## src/rtl/ex_branch.sv

```systemverilog
// ex_branch: two-stage branch resolver that feeds a small in-order redirect FIFO toward fetch.
// Defining EX_BRANCH_STATS_EN adds the stat_total/stat_taken resolution counters and their ports.

`ifndef dataWidth
`define dataWidth 32
`endif
`ifndef addrWidth
`define addrWidth 32
`endif
`ifndef newopWidth
`define newopWidth 6
`endif
`ifndef BEQ
`define BEQ  6'h18
`endif
`ifndef BNE
`define BNE  6'h19
`endif
`ifndef BLT
`define BLT  6'h1A
`endif
`ifndef BGE
`define BGE  6'h1B
`endif
`ifndef BLTU
`define BLTU 6'h1C
`endif
`ifndef BGEU
`define BGEU 6'h1D
`endif

module ex_branch #(
    parameter int FIFO_DEPTH = 2
) (
    input  logic                   clk,
    input  logic                   rst,
    input  logic                   ex_branch_en,
    input  logic [`dataWidth-1:0]  exsrc1,
    input  logic [`dataWidth-1:0]  exsrc2,
    input  logic [`addrWidth-1:0]  expc,
    input  logic [`newopWidth-1:0] exaluop,
    input  logic [`dataWidth-1:0]  exoffset,
    output logic                   redirect_valid,
    input  logic                   redirect_ready,
    output logic [`addrWidth-1:0]  redirect_pc,
    output logic                   redirect_taken,
`ifdef EX_BRANCH_STATS_EN
    output logic [31:0]            stat_total,
    output logic [31:0]            stat_taken,
`endif
    output logic                   overflow,
    output logic                   bad_op
);

    localparam int PTR_W = (FIFO_DEPTH > 1) ? $clog2(FIFO_DEPTH) : 1;
    localparam int CNT_W = $clog2(FIFO_DEPTH + 1);
    localparam logic [CNT_W-1:0] FULL_CNT = CNT_W'(FIFO_DEPTH);

    typedef struct packed {
        logic                  taken;
        logic [`addrWidth-1:0] pc;
    } entry_t;

    // ---------------- stage 1: issue register ----------------
    logic                   s1_valid_q;
    logic [`dataWidth-1:0]  s1_src1_q;
    logic [`dataWidth-1:0]  s1_src2_q;
    logic [`addrWidth-1:0]  s1_pc_q;
    logic [`newopWidth-1:0] s1_op_q;
    logic [`dataWidth-1:0]  s1_off_q;

    always_ff @(posedge clk or posedge rst) begin
        if (rst) begin
            s1_valid_q <= 1'b0;
        end else begin
            // NOTE: sequential state uses non-blocking assignments so every register samples pre-edge values.
            s1_valid_q <= ex_branch_en;
        end
    end

    // NOTE: payload and FIFO storage are not reset; the valid bit and occupancy count gate every use of them.
    always_ff @(posedge clk) begin
        if (ex_branch_en) begin
            s1_src1_q <= exsrc1;
            s1_src2_q <= exsrc2;
            s1_pc_q   <= expc;
            s1_op_q   <= exaluop;
            s1_off_q  <= exoffset;
        end
    end

    // ---------------- stage 2: resolve ----------------
    logic                  cmp_eq;
    logic                  cmp_lt_s;
    logic                  cmp_lt_u;
    logic                  res_taken;
    logic                  res_known;
    logic [`addrWidth-1:0] target_taken;
    logic [`addrWidth-1:0] target_seq;
    entry_t                res_entry;

    assign cmp_eq   = (s1_src1_q == s1_src2_q);
    assign cmp_lt_s = ($signed(s1_src1_q) < $signed(s1_src2_q));
    assign cmp_lt_u = (s1_src1_q < s1_src2_q);

    always_comb begin
        // NOTE: defaults first so no path through the case leaves an output unassigned (no latch).
        res_taken = 1'b0;
        res_known = 1'b1;
        case (s1_op_q)
            `BEQ:    res_taken = cmp_eq;
            `BNE:    res_taken = !cmp_eq;
            `BLT:    res_taken = cmp_lt_s;
            `BGE:    res_taken = !cmp_lt_s;
            `BLTU:   res_taken = cmp_lt_u;
            `BGEU:   res_taken = !cmp_lt_u;
            default: res_known = 1'b0;
        endcase
    end

    // Both targets wrap naturally at the address width.
    assign target_taken    = s1_pc_q + s1_off_q[`addrWidth-1:0];
    assign target_seq      = s1_pc_q + `addrWidth'(4);
    assign res_entry.taken = res_taken;
    assign res_entry.pc    = res_taken ? target_taken : target_seq;

    // ---------------- redirect FIFO ----------------
    entry_t           fifo_mem [FIFO_DEPTH];
    logic [PTR_W-1:0] rd_ptr_q;
    logic [PTR_W-1:0] rd_ptr_d;
    logic [PTR_W-1:0] wr_ptr_q;
    logic [PTR_W-1:0] wr_ptr_d;
    logic [CNT_W-1:0] count_q;
    logic [CNT_W-1:0] count_d;
    logic             fifo_empty;
    logic             fifo_full;
    logic             pop;
    logic             push;
    logic             drop;
    logic             overflow_q;
    logic             overflow_d;
    logic             bad_op_q;
    logic             bad_op_d;

    assign fifo_empty = (count_q == '0);
    assign fifo_full  = (count_q == FULL_CNT);
    assign pop        = !fifo_empty && redirect_ready;
    // A pop in the same cycle frees a slot, so a full FIFO still accepts the new entry.
    assign push       = s1_valid_q && (!fifo_full || pop);
    assign drop       = s1_valid_q && fifo_full && !pop;

    always_comb begin
        rd_ptr_d   = pop  ? rd_ptr_q + PTR_W'(1) : rd_ptr_q;
        wr_ptr_d   = push ? wr_ptr_q + PTR_W'(1) : wr_ptr_q;
        count_d    = count_q;
        case ({push, pop})
            2'b10:   count_d = count_q + CNT_W'(1);
            2'b01:   count_d = count_q - CNT_W'(1);
            default: count_d = count_q;
        endcase
        overflow_d = overflow_q || drop;
        bad_op_d   = bad_op_q || (s1_valid_q && !res_known);
    end

    always_ff @(posedge clk or posedge rst) begin
        if (rst) begin
            rd_ptr_q   <= '0;
            wr_ptr_q   <= '0;
            count_q    <= '0;
            overflow_q <= 1'b0;
            bad_op_q   <= 1'b0;
        end else begin
            rd_ptr_q   <= rd_ptr_d;
            wr_ptr_q   <= wr_ptr_d;
            count_q    <= count_d;
            overflow_q <= overflow_d;
            bad_op_q   <= bad_op_d;
        end
    end

    always_ff @(posedge clk) begin
        if (push) begin
            fifo_mem[wr_ptr_q] <= res_entry;
        end
    end

    // Outputs are forced to zero while empty, which also covers the reset window.
    assign redirect_valid = !fifo_empty;
    assign redirect_pc    = fifo_empty ? '0   : fifo_mem[rd_ptr_q].pc;
    assign redirect_taken = fifo_empty ? 1'b0 : fifo_mem[rd_ptr_q].taken;
    assign overflow       = overflow_q;
    assign bad_op         = bad_op_q;

`ifdef EX_BRANCH_STATS_EN
    logic [31:0] stat_total_q;
    logic [31:0] stat_total_d;
    logic [31:0] stat_taken_q;
    logic [31:0] stat_taken_d;

    // Every resolution counts, whether it was pushed or dropped.
    always_comb begin
        stat_total_d = stat_total_q;
        stat_taken_d = stat_taken_q;
        if (s1_valid_q) begin
            stat_total_d = stat_total_q + 32'd1;
            if (res_taken) begin
                stat_taken_d = stat_taken_q + 32'd1;
            end
        end
    end

    always_ff @(posedge clk or posedge rst) begin
        if (rst) begin
            stat_total_q <= '0;
            stat_taken_q <= '0;
        end else begin
            stat_total_q <= stat_total_d;
            stat_taken_q <= stat_taken_d;
        end
    end

    assign stat_total = stat_total_q;
    assign stat_taken = stat_taken_q;
`endif

endmodule

```

## config.mk

```make
export PLATFORM = sky130hd
export DESIGN_NAME = ex_branch
export DESIGN_NICKNAME = d
export VERILOG_FILES = /design/src/rtl/ex_branch.sv
export SDC_FILE = /design/constraint.sdc
export NUM_CORES = 1
export LEC_CHECK = 0
export ABC_AREA = 1
export BUFFER_PORTS_ARGS = -buffer_cell sky130_fd_sc_hd__buf_2
export CORE_ASPECT_RATIO = 1.4
export CORE_MARGIN = 5
export CORE_UTILIZATION = 50
export DETAILED_ROUTE_END_ITERATION = 8
export PLACE_DENSITY = 0.77
export SLEW_MARGIN = 20
export SYNTH_ARGS = -nofsm -noshare
export SYNTH_HDL_FRONTEND = slang
export SYNTH_SLANG_ARGS = --single-unit
```

## constraint.sdc

```tcl
create_clock -name clk -period 2.9 [get_ports clk]
set_input_delay 0.87 -clock clk [delete_from_list [all_inputs] [get_ports clk]]
set_output_delay 0.87 -clock clk [all_outputs]
set_load 0.02 [all_outputs]
```

==> run summary, run 1 <==
## Run status
• run status: completed

## Placed design
• number of placed instances, taps included: 1509
• gp weighted congestion: 0.9397
• detailed-placement wirelength estimate: 19810 um
• number of I/O port buffers: 173

## Power and ir drop
• Clock Power Share: 26.6%
• cell-internal power: 5961 uW
• logic gate share of total power: 29.3%
• power density cells: 702.1 nW/um2
• switching fraction of total power: 33.04%
• leakage power: 0.005646 uW
• sw power: 2941 uW
• maximum VDD drop: 656.9 uV
• relative contribution of sequential cells to total power: 44.1%

## Clock network
• clock buffer count from CTS: 19
• clock latency on the worst-skew pair: 500 ps
• number of H-tree branching levels: 1
• clock root cell: sky130_fd_sc_hd__clkbuf_16
• total clock sinks: 207
• worst-case clock buffer depth: 3
• post-cts resize count: 0
• post-CTS repair timing setup buffer count: 0
• Clock Pin Slew Worst Setup and Hold Paths: 60 ps
• Post-CTS Hold Buffers: 0
• clock tree from TritonCTS: yes

## STA
• final-layout worst hold slack: 335.1 ps
• # setup viols final: 0
• Fin Clk Skew: 25.35 ps
• headroom to the max-slew limit: 45.51%
• final max-slew violation count: 0
• count of final hold-check violations: 0
• Final Critical Period: 2644 ps
• maximum frequency from static timing analysis: 378.2 MHz
• transition time of the tightest slew-check pin: 809.8 ps
• part of the cycle the worst path needs: 91.17%

## Drt
• final routed wirelength across all metal layers: 25740 um
• top layer used by detailed routing: met5
• Pre-antenna DRT Iters: 5
• sum of met3 wire segment lengths after detailed routing: 1874 um
• routed length on met1: 9648 um
• DR DRC count: 0
• via density per instance: 5.289
• Antenna Violating Nets Remaining: 0
• Detailed Route Iter0 Violations: 472
• met2 wirelength from detailed routing: 13270 um
• routed len/inst: 16.69 um
• routed via count: 8155

## Synth
• main combinational cell family by area after synthesis: simple AND/OR/NAND/NOR gates
• Post-Syn Area per Cell: 10.02 um2
• post-synthesis simple-gate area fraction: 18.61%
• proportion of register bits with asynchronous set or reset after synthesis: 3.382%
• commonest cells in the synthesized netlist: sky130_fd_sc_hd__nand2_1, sky130_fd_sc_hd__edfxtp_1, sky130_fd_sc_hd__inv_1
• share of synthesized area occupied by flip-flops and latches: 57.00%
• multiplexer area fraction after synthesis: 0%
• Post-Synthesis Cells: 1082
• area leader, netlist: sky130_fd_sc_hd__edfxtp_1
• leading register cell type out of synthesis: sky130_fd_sc_hd__edfxtp_1
• post-synthesis compound-gate area fraction: 6.981%
• Yosys warning count: 0
• fraction of synthesized cell area in xor and xnor cells: 4.604%
• total of flip-flops plus latches after synthesis: 207
• Cell Area, Synth: 10840 um2
• fraction of the mapped netlist area in adder cells: 7.570%
• Yosys top cell area share: 55.39%
• most area-consuming cells after synthesis: sky130_fd_sc_hd__edfxtp_1, sky130_fd_sc_hd__nand2_1, sky130_fd_sc_hd__ha_1
• number of enable-type register cells in the synthesized netlist: 200
• cell with the most instances after synthesis: sky130_fd_sc_hd__nand2_1
• count of unique library cells instantiated by Yosys: 35
• Synthesized Nets: 1285

## Cells and area
• area added between synthesis and finish: 16.93%
• count of fill cells added during filler insertion: 1766
• non-filler instance count after layout: 1542
• share of post-route cells with drive strength above 1: 17.78%
• antenna fix cells: 0
• net count of the finished layout: 1474
• Final Core Density: 59.57%

## Worst setup path
• kind of launch point of the worst setup path: register
• r2r startpoint: s1_src1_q[31]$_DFFE_PP_
• path depth of the worst reg2reg path: 12
• Worst path max stage delay: 370 ps
• element type at the critical path end: register
• slowest cell on the critical path: sky130_fd_sc_hd__edfxtp_1
• data required time of the worst path: 3130 ps
• worst-case register-to-register setup slack: 260 ps
• Crit Path Max Fanout: 17
• path type of the worst setup path: register to register
• data arrival time of the worst path: 2870 ps
• most frequent cell on the critical path: sky130_fd_sc_hd__nand2_1
• cell chain of the critical path: ha_1, nand2_1, nor2_1, and2_1, nor3b_2, nand2_1, nand3_1, nand2_1, nor2_4, nand3_4, nand2_1, nand2_1
• terminus of the critical flop-to-flop path: fifo_mem[1][24]$_DFFE_PP_

## Global routing
• largest net degree at the start of global routing: 48
• total global routing track utilization: 20.60%
• initial antenna violation count: 2
• GR Overflow Total: 0
• first-pass GRT wire length: 41070 um
• via count of the first global-routing pass: 8443

## Floorplan
• y dimension of the die: 184.2 um
• area enclosed by the die boundary: 24770 um2
• core region area: 21280 um2
• Horiz. Die Dim: 134.5 um
• num rows: 63
• top-level I/O count: 174
• starting density of the core: 50.95%

## Flow run
• max-cap viol count: 0

## Worst hold path
• type of the tightest min-delay check: input pin to async pin

[layout by cell type, fill, tap and decap left out, types with 20 or more instances in the layout]
cell type and count:
sky130_fd_sc_hd__xor2_1 40, sky130_fd_sc_hd__inv_1 119, sky130_fd_sc_hd__nand3_1 35, sky130_fd_sc_hd__nand2_1 293, sky130_fd_sc_hd__o21ai_0 20, sky130_fd_sc_hd__ha_1 64
sky130_fd_sc_hd__nor2_1 66, sky130_fd_sc_hd__buf_2 172, sky130_fd_sc_hd__edfxtp_1 200, sky130_fd_sc_hd__nand4_1 43, sky130_fd_sc_hd__a21oi_1 92
[registers in the layout, indices dropped and copies added, names as in the netlist]
name	cells
fifo_mem	66
s1_off_q	32
s1_pc_q	32
s1_src1_q	32
s1_src2_q	32
s1_op_q	6
count_q	2
bad_op	1
overflow	1
rd_ptr_q	1
s1_valid_q	1
wr_ptr_q	1
[cell families (layout without fill, tap and decap cells)]
kind of cell,after synthesis,count (layout)
buf+inv,142,341
simple gates,472,473
compound gates,139,139
fa+ha+maj,65,65
xor+xnor,57,57
flops,207,207
[power by group through the flow]
stage / sequential (uW) / combinational, uW / clock, uW
finish: 3920 / 2610 / 2370
global route: 3960 / 2930 / 2540
CTS: 3930 / 2640 / 2420
detailed placement: 3990 / 2620 / 0
global placement: 3970 / 2600 / 0
floorplan: 3940 / 1730 / 0
[cell type report]
class | instances | area [um2] | area share, %
Sequential cell | 207 | 6181 | 48.75
Multi-Input combinational cell | 734 | 4124 | 32.53
Clock buffer | 25 | 518.0 | 4.086
Inverter | 120 | 450.4 | 3.553
Tap cell | 260 | 325.3 | 2.566
Clock inverter | 7 | 62.56 | 0.4934
Timing Repair Buffer | 189 | 1017 | 8.023
[metal layers]
layer / vias up / GRT usage, %
li1: 4087 / -
met5: - / 0
met4: 4 / 7.294
met3: 71 / 4.042
met1: 3713 / 24.20
met2: 280 / 37.47
[critical path, delay by kind of cell, from the launching register on]
family / cells / cell delay [ps]
adders and majority gates: 1 / 360
DFF: 1 / 370
and+or+nand+nor: 11 / 1630
[worst max path at each step]
stage,end,start,slack (ps),depth (start not counted)
final,fifo_mem[1][24]$_DFFE_PP_,s1_src1_q[31]$_DFFE_PP_,260,12
after global routing,fifo_mem[1][25]$_DFFE_PP_,s1_src1_q[31]$_DFFE_PP_,-2,12
after CTS,fifo_mem[1][24]$_DFFE_PP_,s1_src1_q[31]$_DFFE_PP_,130,10
after detailed placement,fifo_mem[0][0]$_DFFE_PP_,s1_src1_q[31]$_DFFE_PP_,140,10
after global placement,fifo_mem[0][28]$_DFFE_PP_,s1_src1_q[31]$_DFFE_PP_,270,10
after floorplan,fifo_mem[1][0]$_DFFE_PP_,redirect_ready,500,4
[per-stage QoR]
step / setup TNS [ps] / instance area, um2 / setup WS [ps] / total power (uW)
2_1_floorplan: 0 / 10850 / 496.6 / 5675
4_1_cts: 0 / 12650 / 125.2 / 8987
6_report: 0 / 12680 / 256.1 / 8902
3_3_place_gp: 0 / 12070 / 266.0 / 6568
3_5_place_dp: 0 / 12070 / 142.5 / 6611
5_1_grt: -3.654 / 12680 / -1.953 / 9430
Power figures use the tool's default switching activity.
==> run 2: changes to the inputs <==
--- a/config.mk
+++ b/config.mk
@@ -5,13 +5,13 @@
 export SDC_FILE = /design/constraint.sdc
 export NUM_CORES = 1
 export LEC_CHECK = 0
-export ABC_AREA = 1
 export BUFFER_PORTS_ARGS = -buffer_cell sky130_fd_sc_hd__buf_2
 export CORE_ASPECT_RATIO = 1.4
 export CORE_MARGIN = 5
 export CORE_UTILIZATION = 50
 export DETAILED_ROUTE_END_ITERATION = 8
 export PLACE_DENSITY = 0.77
+export REMOVE_ABC_BUFFERS = 1
 export SLEW_MARGIN = 20
 export SYNTH_ARGS = -nofsm -noshare
 export SYNTH_HDL_FRONTEND = slang
==> run summary, run 2 <==
## Drt
• routed len/inst: 15.84 um
• final routed wirelength across all metal layers: 21500 um
• routed via count: 7206
• Pre-antenna DRT Iters: 5
• Detailed Route Iter0 Violations: 301
• via density per instance: 5.310
• Antenna Violating Nets Remaining: 0
• DR DRC count: 0

## Placed design
• number of I/O port buffers: 173
• detailed-placement wirelength estimate: 16440 um
• number of placed instances, taps included: 1310
• gp weighted congestion: 0.9015
• worst-case setup slack after placement: -447.8 ps

## Worst setup path
• kind of launch point of the worst setup path: register
• worst-case register-to-register setup slack: -440 ps
• path type of the worst setup path: register to register
• Crit Path Max Fanout: 4
• data arrival time of the worst path: 3680 ps
• path depth of the worst reg2reg path: 13
• r2r startpoint: s1_src1_q[10]$_DFFE_PP_
• terminus of the critical flop-to-flop path: fifo_mem[0][31]$_DFFE_PP_
• element type at the critical path end: register
• data required time of the worst path: 3240 ps

## Synth
• Yosys warning count: 0
• post-synthesis compound-gate area fraction: 9.262%
• most area-consuming cells after synthesis: sky130_fd_sc_hd__edfxtp_1, sky130_fd_sc_hd__ha_1, sky130_fd_sc_hd__mux2i_1
• Cell Area, Synth: 10250 um2
• number of enable-type register cells in the synthesized netlist: 200
• commonest cells in the synthesized netlist: sky130_fd_sc_hd__edfxtp_1, sky130_fd_sc_hd__nor2_1, sky130_fd_sc_hd__ha_1
• multiplexer area fraction after synthesis: 3.868%
• share of synthesized area occupied by flip-flops and latches: 60.28%
• total of flip-flops plus latches after synthesis: 207
• Yosys top cell area share: 58.57%
• count of unique library cells instantiated by Yosys: 64
• post-synthesis simple-gate area fraction: 11.08%
• fraction of synthesized cell area in xor and xnor cells: 4.527%
• cell with the most instances after synthesis: sky130_fd_sc_hd__edfxtp_1
• leading register cell type out of synthesis: sky130_fd_sc_hd__edfxtp_1
• Post-Syn Area per Cell: 12.50 um2
• main combinational cell family by area after synthesis: simple AND/OR/NAND/NOR gates
• Post-Synthesis Cells: 820
• area leader, netlist: sky130_fd_sc_hd__edfxtp_1
• proportion of register bits with asynchronous set or reset after synthesis: 3.382%
• fraction of the mapped netlist area in adder cells: 8.005%

## Cells and area
• flip-flop count of the largest register, all copies and words added: 66
• area added between synthesis and finish: 26.26%
• net count of the finished layout: 1288
• non-filler instance count after layout: 1357
• largest register by flop count: fifo_mem
• count of fill cells added during filler insertion: 1571
• share of post-route cells with drive strength above 1: 31.06%
• Final Core Density: 63.70%
• most frequent standard cell in the layout excluding fill and tap cells: sky130_fd_sc_hd__edfxtp_1
• most frequent cells in the layout: sky130_fd_sc_hd__edfxtp_1, sky130_fd_sc_hd__buf_2, sky130_fd_sc_hd__buf_4

## STA
• part of the cycle the worst path needs: 115.2%
• Final Critical Period: 3340 ps
• headroom to the max-slew limit: 69.03%
• # setup viols final: 66
• final max-slew violation count: 0
• final-layout worst hold slack: 282.1 ps
• transition time of the tightest slew-check pin: 464.6 ps
• TNS Setup: -16970 ps
• maximum frequency from static timing analysis: 299.4 MHz
• Fin Clk Skew: 22.39 ps
• RSZ-0062 raised after global routing: yes
• Final WS setup: -439.6 ps
• count of final hold-check violations: 0

## Clock network
• number of H-tree branching levels: 1
• clock latency on the worst-skew pair: 510 ps
• Clock Pin Slew Worst Setup and Hold Paths: 60 ps
• clock buffer count from CTS: 20
• worst-case clock buffer depth: 3
• total clock sinks: 207
• Post-CTS Hold Buffers: 0
• clock root cell: sky130_fd_sc_hd__clkbuf_16
• clock tree from TritonCTS: yes

## Global routing
• first-pass GRT wire length: 35120 um
• total global routing track utilization: 18.39%
• GR Overflow Total: 0
• largest net degree at the start of global routing: 43
• via count of the first global-routing pass: 7556
• initial antenna violation count: 9

## Run status
• violated checks: setup timing
• run status: finished with violations

## Power and ir drop
• switching fraction of total power: 31.29%
• cell-internal power: 6211 uW
• logic gate share of total power: 29.7%
• maximum VDD drop: 568.4 uV
• power density cells: 698.2 nW/um2
• Clock Power Share: 27.0%
• relative contribution of sequential cells to total power: 43.3%
• leakage power: 0.005458 uW
• sw power: 2828 uW

## Floorplan
• top-level I/O count: 174
• starting density of the core: 50.45%
• num rows: 62
• core region area: 20320 um2
• y dimension of the die: 179.4 um
• area enclosed by the die boundary: 23510 um2
• Horiz. Die Dim: 131.0 um

## Worst hold path
• type of the tightest min-delay check: input pin to async pin

## Flow run
• max-cap viol count: 0

## run 2: cell type report
class / instances / area [um2] / area share, %
Inverter: 58 / 222.7 / 1.720
Multi-Input combinational cell: 535 / 3956 / 30.56
Clock buffer: 23 / 511.7 / 3.953
Antenna cell: 3 / 7.507 / 0.05799
Sequential cell: 207 / 6182 / 47.75
Tap cell: 256 / 320.3 / 2.474
Clock inverter: 12 / 110.1 / 0.8505
Timing Repair Buffer: 263 / 1635 / 12.63
## run 2: repair_timing
item | 4_1_cts | 5_1_grt
buffers inserted | 9 | 1
setup endpoints to repair | 66 | 66
pin swaps | 8 | 4
gates resized for setup | 43 | 10
## run 2: power groups by stage
| stage | clock network (uW) | logic (uW) | registers, uW |
|---|---|---|---|
| after CTS | 2510 | 2700 | 3920 |
| after floorplan | 0 | 1580 | 4040 |
| final | 2440 | 2680 | 3910 |
| after global routing | 2640 | 2960 | 3950 |
| after detailed placement | 0 | 2630 | 3980 |
| after global placement | 0 | 2580 | 3950 |
## run 2: metal layers
metal / part of all wire, % / vias to the layer above / global-route usage, %
met5: 0.37 / - / 0
met1: 36 / 3359 / 20.05
met4: 3.2 / 12 / 6.958
li1: - / 3574 / -
met3: 7.3 / 60 / 5.048
met2: 53 / 201 / 33.20
## run 2: worst max-delay path by stage
stage	from	to	slack, ps
2_1_floorplan	s1_src1_q[19]$_DFFE_PP_	fifo_mem[0][31]$_DFFE_PP_	-750
3_3_place_gp	s1_src1_q[19]$_DFFE_PP_	fifo_mem[0][31]$_DFFE_PP_	-330
3_5_place_dp	s1_src1_q[19]$_DFFE_PP_	fifo_mem[0][31]$_DFFE_PP_	-450
4_1_cts	s1_src1_q[10]$_DFFE_PP_	fifo_mem[0][31]$_DFFE_PP_	-370
5_1_grt	s1_src1_q[10]$_DFFE_PP_	fifo_mem[0][31]$_DFFE_PP_	-570
6_report	s1_src1_q[10]$_DFFE_PP_	fifo_mem[0][31]$_DFFE_PP_	-440
## run 2: cells by family (layout without fill, tap and decap cells)
kind of cell | after synthesis | count (layout)
adders and majority gates | 65 | 65
other | 0 | 3
buffers and inverters | 78 | 356
DFF | 207 | 207
and+or+nand+nor | 231 | 231
AOI/OAI and AO/OA | 147 | 147
xor gates and xnor gates | 53 | 53
muxes | 39 | 39
## run 2: stage by stage
stage	area (um2)	total power, uW
2_1_floorplan	10170	5613
3_3_place_gp	12020	6537
3_5_place_dp	12020	6610
4_1_cts	12870	9126
5_1_grt	12940	9552
6_report	12950	9039
## run 2: critical path: stages, from the launching register on
cell and delay [ps]:
sky130_fd_sc_hd__edfxtp_1 420, sky130_fd_sc_hd__ha_4 290, sky130_fd_sc_hd__nand4_1 180, sky130_fd_sc_hd__nor4_4 380, sky130_fd_sc_hd__buf_4 170, sky130_fd_sc_hd__nand4_1 100
sky130_fd_sc_hd__nor3b_4 180, sky130_fd_sc_hd__or4_4 430, sky130_fd_sc_hd__o41ai_4 80, sky130_fd_sc_hd__nor2_4 110, sky130_fd_sc_hd__buf_6 140, sky130_fd_sc_hd__or3_1 310
sky130_fd_sc_hd__mux2_4 260, sky130_fd_sc_hd__nand4_1 120
